--- src/rtl/axis_uart_tx_arbiter.sv ---
// Round-robin, packet-locked arbiter that shares the single AXI-Stream byte
// input of the UART transmit path between N_SRC byte-stream requesters.
// A granted source keeps the path until its tlast beat is accepted. A stall
// timer reclaims the path from an owner that stops presenting data mid-packet.
module axis_uart_tx_arbiter #(
  parameter int unsigned N_SRC     = 4,    // 2..8 requesters
  parameter int unsigned STALL_MAX = 1024  // idle owner cycles before forced release; 0 = off
) (
  input  logic               clk,
  input  logic               rst,          // asynchronous, active-low
  input  logic [8*N_SRC-1:0] s_axis_data,
  input  logic [N_SRC-1:0]   s_axis_valid,
  input  logic [N_SRC-1:0]   s_axis_last,
  output logic [N_SRC-1:0]   s_axis_ready,
  output logic [7:0]         m_axis_data,
  output logic               m_axis_valid,
  output logic               m_axis_last,
  input  logic               m_axis_ready,
  output logic [N_SRC-1:0]   grant,
  output logic               busy,
  output logic               stall_err
);

  localparam int unsigned IDX_W     = (N_SRC > 1) ? $clog2(N_SRC) : 1;
  // One bit wider than the counter so a 65536 limit is still reachable.
  localparam logic [16:0] STALL_LIM = 17'(STALL_MAX);

  typedef enum logic {
    IDLE,
    LOCK
  } state_e;

  state_e             state_q, state_d;
  logic [N_SRC-1:0]   grant_q, grant_d;
  logic [IDX_W-1:0]   owner_q, owner_d;
  logic [IDX_W-1:0]   rr_q, rr_d;
  logic [15:0]        stall_q, stall_d;
  logic               stall_err_q, stall_err_d;

  logic               pick_found;
  logic [IDX_W-1:0]   pick_idx;
  logic [IDX_W-1:0]   cand_idx;

  logic [7:0]         own_data;
  logic               own_valid;
  logic               own_last;
  logic               xfer;

  // Modular add on source indices (wraps N_SRC-1 -> 0 for any N_SRC).
  function automatic logic [IDX_W-1:0] add_mod(input logic [IDX_W-1:0] a,
                                               input int unsigned       b);
    int unsigned s;
    s = 32'(a) + b;
    if (s >= N_SRC) s = s - N_SRC;
    return IDX_W'(s);
  endfunction

  // Pick the first valid requester at or after the round-robin pointer.
  always_comb begin
    pick_found = 1'b0;
    pick_idx   = '0;
    cand_idx   = '0;
    for (int unsigned k = 0; k < N_SRC; k++) begin
      cand_idx = add_mod(rr_q, k);
      if (!pick_found && s_axis_valid[cand_idx]) begin
        pick_found = 1'b1;
        pick_idx   = cand_idx;
      end
    end
  end

  // Select the owner's stream fields using the one-hot grant.
  always_comb begin
    own_data  = '0;
    own_valid = 1'b0;
    own_last  = 1'b0;
    for (int unsigned k = 0; k < N_SRC; k++) begin
      if (grant_q[k]) begin
        own_data  = own_data | s_axis_data[8*k +: 8];
        own_valid = own_valid | s_axis_valid[k];
        own_last  = own_last | s_axis_last[k];
      end
    end
  end

  assign xfer = (state_q == LOCK) && own_valid && m_axis_ready;

  // Next-state logic: grant in IDLE, release on tlast transfer or stall limit.
  always_comb begin
    state_d     = state_q;
    grant_d     = grant_q;
    owner_d     = owner_q;
    rr_d        = rr_q;
    stall_d     = stall_q;
    stall_err_d = 1'b0;
    unique case (state_q)
      IDLE: begin
        if (pick_found) begin
          state_d = LOCK;
          owner_d = pick_idx;
          grant_d = {{(N_SRC-1){1'b0}}, 1'b1} << pick_idx;
          stall_d = '0;
        end
      end
      LOCK: begin
        if (xfer && own_last) begin
          state_d = IDLE;
          grant_d = '0;
          rr_d    = add_mod(owner_q, 1);
          stall_d = '0;
        end else if (xfer) begin
          stall_d = '0;
        end else if (!own_valid) begin
          // Only an absent owner counts; valid held under backpressure does not.
          if ((STALL_MAX != 0) && (({1'b0, stall_q} + 17'd1) == STALL_LIM)) begin
            stall_err_d = 1'b1;
            state_d     = IDLE;
            grant_d     = '0;
            rr_d        = add_mod(owner_q, 1);
            stall_d     = '0;
          end else if (stall_q != '1) begin
            stall_d = stall_q + 16'd1;
          end
        end
      end
      default: begin
        state_d = IDLE;
        grant_d = '0;
      end
    endcase
  end

  // State register with asynchronous active-low reset.
  always_ff @(posedge clk or negedge rst) begin
    if (!rst) begin
      state_q     <= IDLE;
      grant_q     <= '0;
      owner_q     <= '0;
      rr_q        <= '0;
      stall_q     <= '0;
      stall_err_q <= 1'b0;
    end else begin
      state_q     <= state_d;
      grant_q     <= grant_d;
      owner_q     <= owner_d;
      rr_q        <= rr_d;
      stall_q     <= stall_d;
      stall_err_q <= stall_err_d;
    end
  end

  // Combinational pass-through while locked; everything quiet while idle.
  always_comb begin
    m_axis_data  = '0;
    m_axis_valid = 1'b0;
    m_axis_last  = 1'b0;
    s_axis_ready = '0;
    if (state_q == LOCK) begin
      m_axis_data  = own_data;
      m_axis_valid = own_valid;
      m_axis_last  = own_last;
      s_axis_ready = grant_q & {N_SRC{m_axis_ready}};
    end
  end

  assign grant     = grant_q;
  assign busy      = (state_q == LOCK);
  assign stall_err = stall_err_q;

  a_grant_onehot0: assert property (@(posedge clk) disable iff (!rst) $onehot0(grant_q));
  a_lock_has_owner: assert property (@(posedge clk) disable iff (!rst)
                                     (state_q == LOCK) |-> $onehot(grant_q));
  a_idle_no_grant: assert property (@(posedge clk) disable iff (!rst)
                                    (state_q == IDLE) |-> (grant_q == '0));

endmodule

--- config.mk ---
export PLATFORM = sky130hd
export DESIGN_NAME = axis_uart_tx_arbiter
export DESIGN_NICKNAME = d
export VERILOG_FILES = /design/src/rtl/axis_uart_tx_arbiter.sv
export SDC_FILE = /design/constraint.sdc
export NUM_CORES = 1
export LEC_CHECK = 0
export ABC_CLOCK_PERIOD_IN_PS = 2300
export CAP_MARGIN = 10
export CORE_MARGIN = 2
export CORE_UTILIZATION = 30
export CTS_CLUSTER_SIZE = 14
export DETAILED_ROUTE_END_ITERATION = 7
export GPL_TIMING_DRIVEN = 0
export MAX_ROUTING_LAYER = met4
export SLEW_MARGIN = 20
export SYNTH_ARGS = -nofsm -noshare
export SYNTH_HDL_FRONTEND = slang
export SYNTH_SLANG_ARGS = --single-unit
--- constraint.sdc ---
create_clock -name clk -period 2.3 [get_ports clk]
set_clock_uncertainty 0.2 [all_clocks]
set_input_delay 0.46 -clock clk [delete_from_list [all_inputs] [get_ports clk]]
set_output_delay 0.46 -clock clk [all_outputs]
set_load 0.05 [all_outputs]
==> metrics.cfg, run 1 <==
[die]
die_x_um = 86.0
start_util = 0.314
die-area_mm2 = 0.00739
core-area_mm2 = 0.00642
ioPinCount = 63
fp.dieH_um = 86.0
rows = 29

[timing]
hold_ws_ps = 297
hold_viol = 0
setup_ws_ps = -129
worst_pin_slew_ps = 593
max_freq_ghz = 0.412
period_minus_slack_ps = 2430
slew_viol_final = 0
relSlewSlack = 0.604
period_share = 1.06
setup-violations-final = 20
rsz0062_at_grt = yes
fin_tns_setup_ps = -1060

[pwr]
powerDensity_mw_per_mm2 = 1070
switchingPower_mw = 1.77
leakage_nw = 1.47
p_seq_frac = 0.196
p_sw_frac = 0.485
irDropWorstVdd_mv = 0.593
p_int_mw = 1.87
p_comb_frac = 0.692
p_clk_frac = 0.112

[grt]
antenna_found_initial = 0
grt_use_total = 0.180
grt_overflow = 0
grt_first_pass_wirelength_um = 10600
grt_max_degree = 27
grt_pass1_vias = 2118

[synth]
netlist-cell-type-count = 60
syn_area_mm2 = 0.00202
synth_fp_nets = 271
synthAdderAreaFrac = 0.00621
synth_edf_count = 0
synthXorXnorAreaFrac = 0.0261
ys_async_sr_fraction = 1.00
synth_area_per_cell_um2 = 8.88
yosys_register_bits = 26
postSynthCellCount = 227
muxShareOfSynthArea = 0.0180
postSynth.topFlopCell = dfrtp_1
synth-seq-area-share = 0.323
synth_compound_area_frac = 0.269
yosys.area_share.simple = 0.302
synth_top_family_by_area = simple AND/OR/NAND/NOR gates
yosys_warnings = 0

[final_layout]
final_core_util = 0.527
final_cell_mix = buf_4, clkdlybuf4s50_1, nand2_1, nand3_1, dfrtp_1
syn_to_final_growth_pct = 68.0
multiInputGateArea_mm2 = 0.00152
drive_gt1_frac = 0.422
final.fill_count = 571
seq_area_um2 = 664
antennaDiodeCount = 0
nets = 374

[clock_tree]
clkLatencyLatePin_ps = 290
cts_tree = yes
cts.path.max_buffers = 2
htreeDepth = 1
clk_pin_slew_ps = 110
cts.sinks = 26
clock-root-buffer = clkbuf_8
cts_buffers = 3

[critical_path]
path_max_fanout = 5
worstPathRequired_ps = 2280
cp_data_arrival_time_ps = 2410
endpoint_kind = flop
start_kind = flop
path_class = reg2reg

[routing]
drt-initial-drc-count = 82
route.detailed.wl_per_inst_um = 16.2
ant_nets = 0
route.vias.total = 2188
drc_errors = 0
routed_wl_um = 6580
firstDrtPassIters = 4
via_per_inst = 5.39

[status]
violations = setup timing
status = complete, but fails checks

[place]
dp_hpwl_um = 4500
dp_slack_ps = -789
io_buffers = 62
routabilityCongestion = 0.782

[run]
maxCapViolCount = 0

[worst_hold_path]
min_path_type = reg2reg

-- path summary, 6_finish.rpt --
path | startpoint | to | slack, ps | cells past startpoint
max in group asynchronous | rst | stall_q[12] | 980 | 2
setup / recovery | stall_q[0] | stall_q[0] | -130 | 8
min in group asynchronous | rst | stall_q[14] | 500 | 2
setup reg to reg | stall_q[0] | stall_q[0] | -130 | 8
hold / removal | owner_q[0] | rr_q[0] | 300 | 1
hold reg to reg | owner_q[0] | rr_q[0] | 300 | 1
-- metal layers --
| metal | vias up | part of all wire | routed length, µm | track usage |
|---|---|---|---|---|
| li1 | 1069 | - | - | - |
| met4 | 0 | 0.0059 | 39 | 0.0188 |
| met5 | - | 0 | 0 | - |
| met2 | 41 | 0.54 | 3550 | 0.314 |
| met1 | 1072 | 0.42 | 2790 | 0.227 |
| met3 | 6 | 0.031 | 204 | 0.0289 |
-- power by group through the flow --
stage	sequential [mW]	clock [mW]	combinational [mW]
after CTS	0.710	0.410	2.30
after detailed placement	0.707	0	2.13
after global placement	0.703	0	2.12
after global routing	0.735	0.430	2.68
after floorplan	0.808	0	1.37
final	0.713	0.408	2.52
-- synth_stat cells (2+ instances only) --
library cell | number | area share
and2_1 | 3 | 0.0093
buf_2 | 3 | 0.0074
o31ai_1 | 5 | 0.019
nand2b_1 | 2 | 0.0062
nor3_1 | 5 | 0.012
nor4_2 | 2 | 0.012
o21bai_1 | 2 | 0.0074
nor2_1 | 13 | 0.024
dfrtp_1 | 26 | 0.32
inv_1 | 6 | 0.011
nor4_1 | 2 | 0.0062
nand3_1 | 16 | 0.040
o21ai_1 | 3 | 0.0074
o21ai_0 | 7 | 0.017
xor2_1 | 2 | 0.0087
nand2_1 | 27 | 0.050
a21o_1 | 2 | 0.0074
or4_1 | 6 | 0.022
and3_1 | 6 | 0.019
o221ai_1 | 2 | 0.0087
a21boi_0 | 8 | 0.030
nand3_4 | 2 | 0.017
nand4_1 | 5 | 0.016
a22o_1 | 4 | 0.017
buf_6 | 3 | 0.017
a21oi_1 | 3 | 0.0074
clkbuf_1 | 7 | 0.013
nand4_2 | 2 | 0.012
nor3_2 | 2 | 0.0099
a22oi_1 | 18 | 0.067
xnor2_1 | 4 | 0.017
-- flip-flops by register name, indices dropped and copies added (netlist names) --
register   flops
stall_q       16
grant          4
stall_err      1
rr_q           2
busy           1
owner_q        2
-- cell families (layout without fill, tap and decap cells) --
group / Yosys count / count (layout)
adders and majority gates: 1 / 1
DFF: 26 / 26
and+or+nand+nor: 102 / 102
AOI/OAI and AO/OA: 68 / 68
buffers and inverters: 21 / 123
muxes: 3 / 3
xor gates and xnor gates: 6 / 6
-- critical path: stages (launching register included) --
cell and delay [ps]:
dfrtp_2 480, buf_6 140, a2111oi_4 320, a31oi_1 70
nor2_1 190, nand4_4 170, o31ai_4 390, nor2_2 90
mux2_2 260
-- what timing repair did --
item                                   CTS  global route
buffers inserted                        23            14
hold buffers                             1             0
setup endpoints to repair               36            36
endpoints found under the hold margin   26             0
pin swaps                               20            10
cloned                                   0             0
gates resized for setup                125            35
-- per-stage QoR --
step | cells | power, mW | cell area (µm²)
detailed placement | 366 | 2.84 | 2800
CTS | 392 | 3.42 | 3160
floorplan | 227 | 2.17 | 2090
global placement | 366 | 2.82 | 2810
finish | 406 | 3.64 | 3390
global route | 406 | 3.85 | 3390
-- final cells by class --
cell class,instances,area share
plain buffers,13,0.0332
multi-input cells,180,0.448
well taps,77,0.0284
flip-flops and latches,26,0.196
repair buffers,100,0.266
clock buffers,3,0.0122
inverters,6,0.00665
clock inverters,1,0.00887
No activity file was read; power rests on OpenSTA's default activity.
==> run 2: changes to the inputs <==
- ABC_AREA: default -> 1
==> metrics.cfg, run 2 <==
[status]
status = finished, final reports clean

[clock_tree]
cts.path.max_buffers = 2
clock-root-buffer = clkbuf_8
htreeDepth = 1
cts_tree = yes
clkLatencyLatePin_ps = 270
cts.sinks = 26
clk_pin_slew_ps = 100
cts_buffers = 3

[die]
fp.dieH_um = 90.1
rows = 31
die-area_mm2 = 0.00811
die_x_um = 90.1
start_util = 0.308
core-area_mm2 = 0.00721
ioPinCount = 63

[place]
io_buffers = 62
dp_hpwl_um = 4800
routabilityCongestion = 0.889
dp_slack_ps = -657
placed_area_mm2 = 0.00297
dp.cells = 503

[final_layout]
antennaDiodeCount = 0
finalNonFillerCells = 513
final_area_mm2 = 0.00318
nets = 459
drive_gt1_frac = 0.222
largest_reg_flops = 16
final_cell_mix = nand2_1, clkdlybuf4s50_1, inv_1, nand3_1, nor2_1
final_core_util = 0.440
regMostFlops = stall_q
layout_commonest_cell = nand2_1
syn_to_final_growth_pct = 43.0

[critical_path]
r2r_end = grant[3]
endpoint_kind = output pin
path_max_fanout = 5
ff2ff_path_depth = 11
crit_chain = clkdlybuf4s50_1 > nand2_1 > nor2_2 > clkdlybuf4s15_2
slowest_delay_ps = 470
start_kind = input pin
critPathCapture = s_axis_ready[2]
path_class = in2out
worstPathRequired_ps = 1640
cp_data_arrival_time_ps = 1580
crit_start = m_axis_ready
rr_startpoint = stall_q[0]
ff2ff_setup_slack_ps = 140
crit_slowest_cell = clkdlybuf4s50_1

[grt]
grt_overflow = 0
antenna_found_initial = 0
grt_pass1_vias = 2403
grt_use_total = 0.163
grt_max_degree = 27
grt_first_pass_wirelength_um = 11000

[timing]
fin_tns_setup_ps = 0
relSlewSlack = 0.603
setup-violations-final = 0
worst_pin_slew_ps = 596
period_minus_slack_ps = 2240
setup_ws_ps = 59.0
max_freq_ghz = 0.446
hold_viol = 0
slew_viol_final = 0
period_share = 0.974
hold_ws_ps = 326

[synth]
netlist-cell-type-count = 30
postSynthCellCount = 342
synth_commonest_cells = nand2_1, nor2_1, inv_1, nand3_1, dfrtp_1
syn_area_mm2 = 0.00222
yosys_warnings = 0
synth_fp_nets = 386
synth_area_per_cell_um2 = 6.50
synth_top_cell_by_area = dfrtp_1
synth_top_area_frac = 0.293
yosysMostFrequentCell = nand2_1
synth_edf_count = 0
yosys_register_bits = 26
ys_async_sr_fraction = 1.00
netlist_top_cells_area = dfrtp_1, nand2_1, nand3_1
postSynth.topFlopCell = dfrtp_1
synth-seq-area-share = 0.293

[run]
maxCapViolCount = 0

[pwr]
p_comb_frac = 0.720
p_int_mw = 1.72
switchingPower_mw = 2.10
leakage_nw = 1.51
total_power_mw = 3.82
irDropWorstVdd_mv = 0.395
p_sw_frac = 0.549
powerDensity_mw_per_mm2 = 1200
p_clk_frac = 0.100
p_seq_frac = 0.180

[routing]
firstDrtPassIters = 4
via_per_inst = 4.73
routed_wl_um = 6440
ant_nets = 0
drc_errors = 0
drt-initial-drc-count = 62
route.vias.total = 2427
route.detailed.wl_per_inst_um = 12.6

[worst_hold_path]
min_path_type = reg2reg
whs_path_depth = 2

## run 2: power groups by stage
stage | Clock (mW) | Sequential (mW) | Combinational, mW
after floorplan | 0 | 0.791 | 1.76
after global placement | 0 | 0.686 | 2.59
after detailed placement | 0 | 0.685 | 2.61
after CTS | 0.400 | 0.679 | 2.58
after global routing | 0.419 | 0.707 | 2.99
final | 0.384 | 0.686 | 2.75
## run 2: what timing repair did
item / CTS / global route
gates resized for setup: 78 / 54
pin swaps: 0 / 16
endpoints found under the hold margin: 10 / 0
hold buffers: 1 / 0
endpoints found under the setup margin: 26 / 36
setup buffers: 2 / 4
## run 2: worst max-delay path, delay by kind of cell
| family | cells | cell delay, ps |
|---|---|---|
| buffers and inverters | 2 | 850 |
| AND/OR/NAND/NOR | 2 | 260 |
## run 2: per-layer routing
| metal | vias up | share of wire | GRT usage |
|---|---|---|---|
| met5 | - | 0 | - |
| met1 | 1110 | 0.44 | 0.197 |
| met3 | 6 | 0.039 | 0.0293 |
| li1 | 1268 | - | - |
| met4 | 0 | 0.0076 | 0.0321 |
| met2 | 43 | 0.51 | 0.286 |
## run 2: layout make-up
type                    instances  area (µm²)
clock inverters                 1        30.0
clock buffers                   3        41.3
plain buffers                   8        66.3
multi-input cells             266        1460
fillers                       770        4040
well taps                      99         124
repair buffers                 69         647
inverters                      41         156
flip-flops and latches         26         656
## run 2: worst min path at each step
stage          slack, ps     endpoint  startpoint
6_report             330   owner_q[1]  owner_q[1]
5_1_grt              380   owner_q[1]  owner_q[1]
4_1_cts              330   owner_q[1]  owner_q[1]
3_5_place_dp         310  stall_q[11]         rst
3_3_place_gp         300   owner_q[1]  owner_q[1]
2_1_floorplan        -40         busy         rst
## run 2: cell families after synthesis
group | count (synthesis) | share of synthesized area
AO/OA/AOI/OAI | 45 | 0.153
XOR/XNOR | 2 | 0.00788
adder cells (fa/ha/maj) | 1 | 0.00563
buffers and inverters | 50 | 0.0940
flip-flops | 26 | 0.293
AND/OR/NAND/NOR | 218 | 0.447
==> run 3: changes to the inputs <==
- CORE_ASPECT_RATIO: default -> 0.6
==> metrics.cfg, run 3 (synthesis gave the netlist of run 2 again) <==
[status]
status = finished, final reports clean

[die]
ioPinCount = 63
die-area_mm2 = 0.00813
die_x_um = 115
start_util = 0.308
fp.dieH_um = 70.7
core-area_mm2 = 0.00721
rows = 24

[grt]
grt_use_total = 0.172
grt_overflow = 0
grt_pass1_vias = 2248
grt_max_degree = 27
grt_first_pass_wirelength_um = 11000
antenna_found_initial = 0

[run]
maxCapViolCount = 0

[clock_tree]
cts_buffers = 3
cts_tree = yes
clk_pin_slew_ps = 60
cts.sinks = 26
clkLatencyLatePin_ps = 260
cts.path.max_buffers = 2
htreeDepth = 1
clock-root-buffer = clkbuf_16

[timing]
period_share = 0.988
setup_ws_ps = 28.6
slew_viol_final = 0
max_freq_ghz = 0.440
hold_ws_ps = 7.13
period_minus_slack_ps = 2270
hold_viol = 0
relSlewSlack = 0.585
rsz0062_at_grt = yes
setup-violations-final = 0
worst_pin_slew_ps = 622
fin_tns_setup_ps = 0

[final_layout]
layout_commonest_cell = nand2_1
final_area_mm2 = 0.00319
final_cell_mix = nand2_1, clkdlybuf4s50_1, inv_1, nand3_1, nor2_1
final.fill_count = 754
drive_gt1_frac = 0.220
antennaDiodeCount = 0
finalNonFillerCells = 509
nets = 464
syn_to_final_growth_pct = 43.5
regMostFlops = stall_q
largest_reg_flops = 16
final_core_util = 0.442

[critical_path]
endpoint_kind = output pin
path_max_fanout = 1
path_class = in2out
start_kind = input pin
cp_data_arrival_time_ps = 1610
worstPathRequired_ps = 1640

[place]
dp_hpwl_um = 5060
placed_area_mm2 = 0.00296
dp_slack_ps = -652
io_buffers = 62
routabilityCongestion = 0.930
dp.cells = 495

[pwr]
irDropWorstVdd_mv = 0.534
total_power_mw = 3.94
powerDensity_mw_per_mm2 = 1230
leakage_nw = 1.53

[routing]
drt-initial-drc-count = 223
drc_errors = 0
firstDrtPassIters = 5
route.vias.total = 2468
route.detailed.wl_per_inst_um = 13.4
via_per_inst = 4.85
ant_nets = 0
routed_wl_um = 6830

[worst_hold_path]
min_path_type = in2async

==> run 3: cell count changes in the layout (fill, tap and decap cells not counted), moves of 2 or more <==
cell,previous run,this run
dfrtp_2,4,1
dfrtp_1,22,25
nor2_2,5,7
buf_6,7,4
clkbuf_4,2,5
nand2_1,107,109
buf_4,12,14
clkbuf_16,0,3
clkbuf_8,3,0
clkbuf_2,0,3
==> run 3: layout make-up <==
class / instances / area (µm²) / share of cell area
multi-input combinational: 266 / 1450 / 0.453
timing repair buffer: 73 / 674 / 0.212
sequential: 26 / 652 / 0.204
inverter: 41 / 159 / 0.0498
tap: 91 / 114 / 0.0357
clock buffer: 3 / 75.1 / 0.0235
buffer: 9 / 68.8 / 0.0216
==> run 3: report_power, final <==
part	leakage [nW]	total (mW)	switching [mW]	internal, mW
combinational	1.14	2.86	1.86	0.993
sequential	0.347	0.693	0.130	0.563
clock	0.0370	0.387	0.156	0.231
total	1.53	3.94	2.15	1.79
==> run 3: final timing paths <==
path,startpoint,end,slack [ps],depth (start not counted)
setup / recovery,s_axis_data[3],m_axis_data[3],30,5
hold / removal,rst,stall_q[2],7,1
setup reg to reg,stall_q[0],stall_q[10],100,12
hold reg to reg,owner_q[1],owner_q[1],310,2
max in group asynchronous,rst,busy,1450,1
min in group clk,owner_q[1],owner_q[1],310,2
==> run 3: repair_timing <==
item                                    CTS  global route
hold buffers                              0             0
buffers inserted                          1            10
endpoints found under the setup margin   29            35
pin swaps                                 0             8
hold endpoints to repair                  0             0
gates resized for setup                  81            41
==> run 3: routing by layer <==
metal	up-vias	track usage	part of all wire
li1	1276	-	-
met1	1115	0.268	0.52
met2	75	0.235	0.42
met3	2	0.0326	0.060
met4	0	0.0201	0.0020
met5	-	-	0
==> run 3: worst max-delay path, stage by stage <==
cell	delay, ps
clkdlybuf4s50_1	400
a22o_1	250
a221oi_2	210
nor2_1	70
clkbuf_4	210
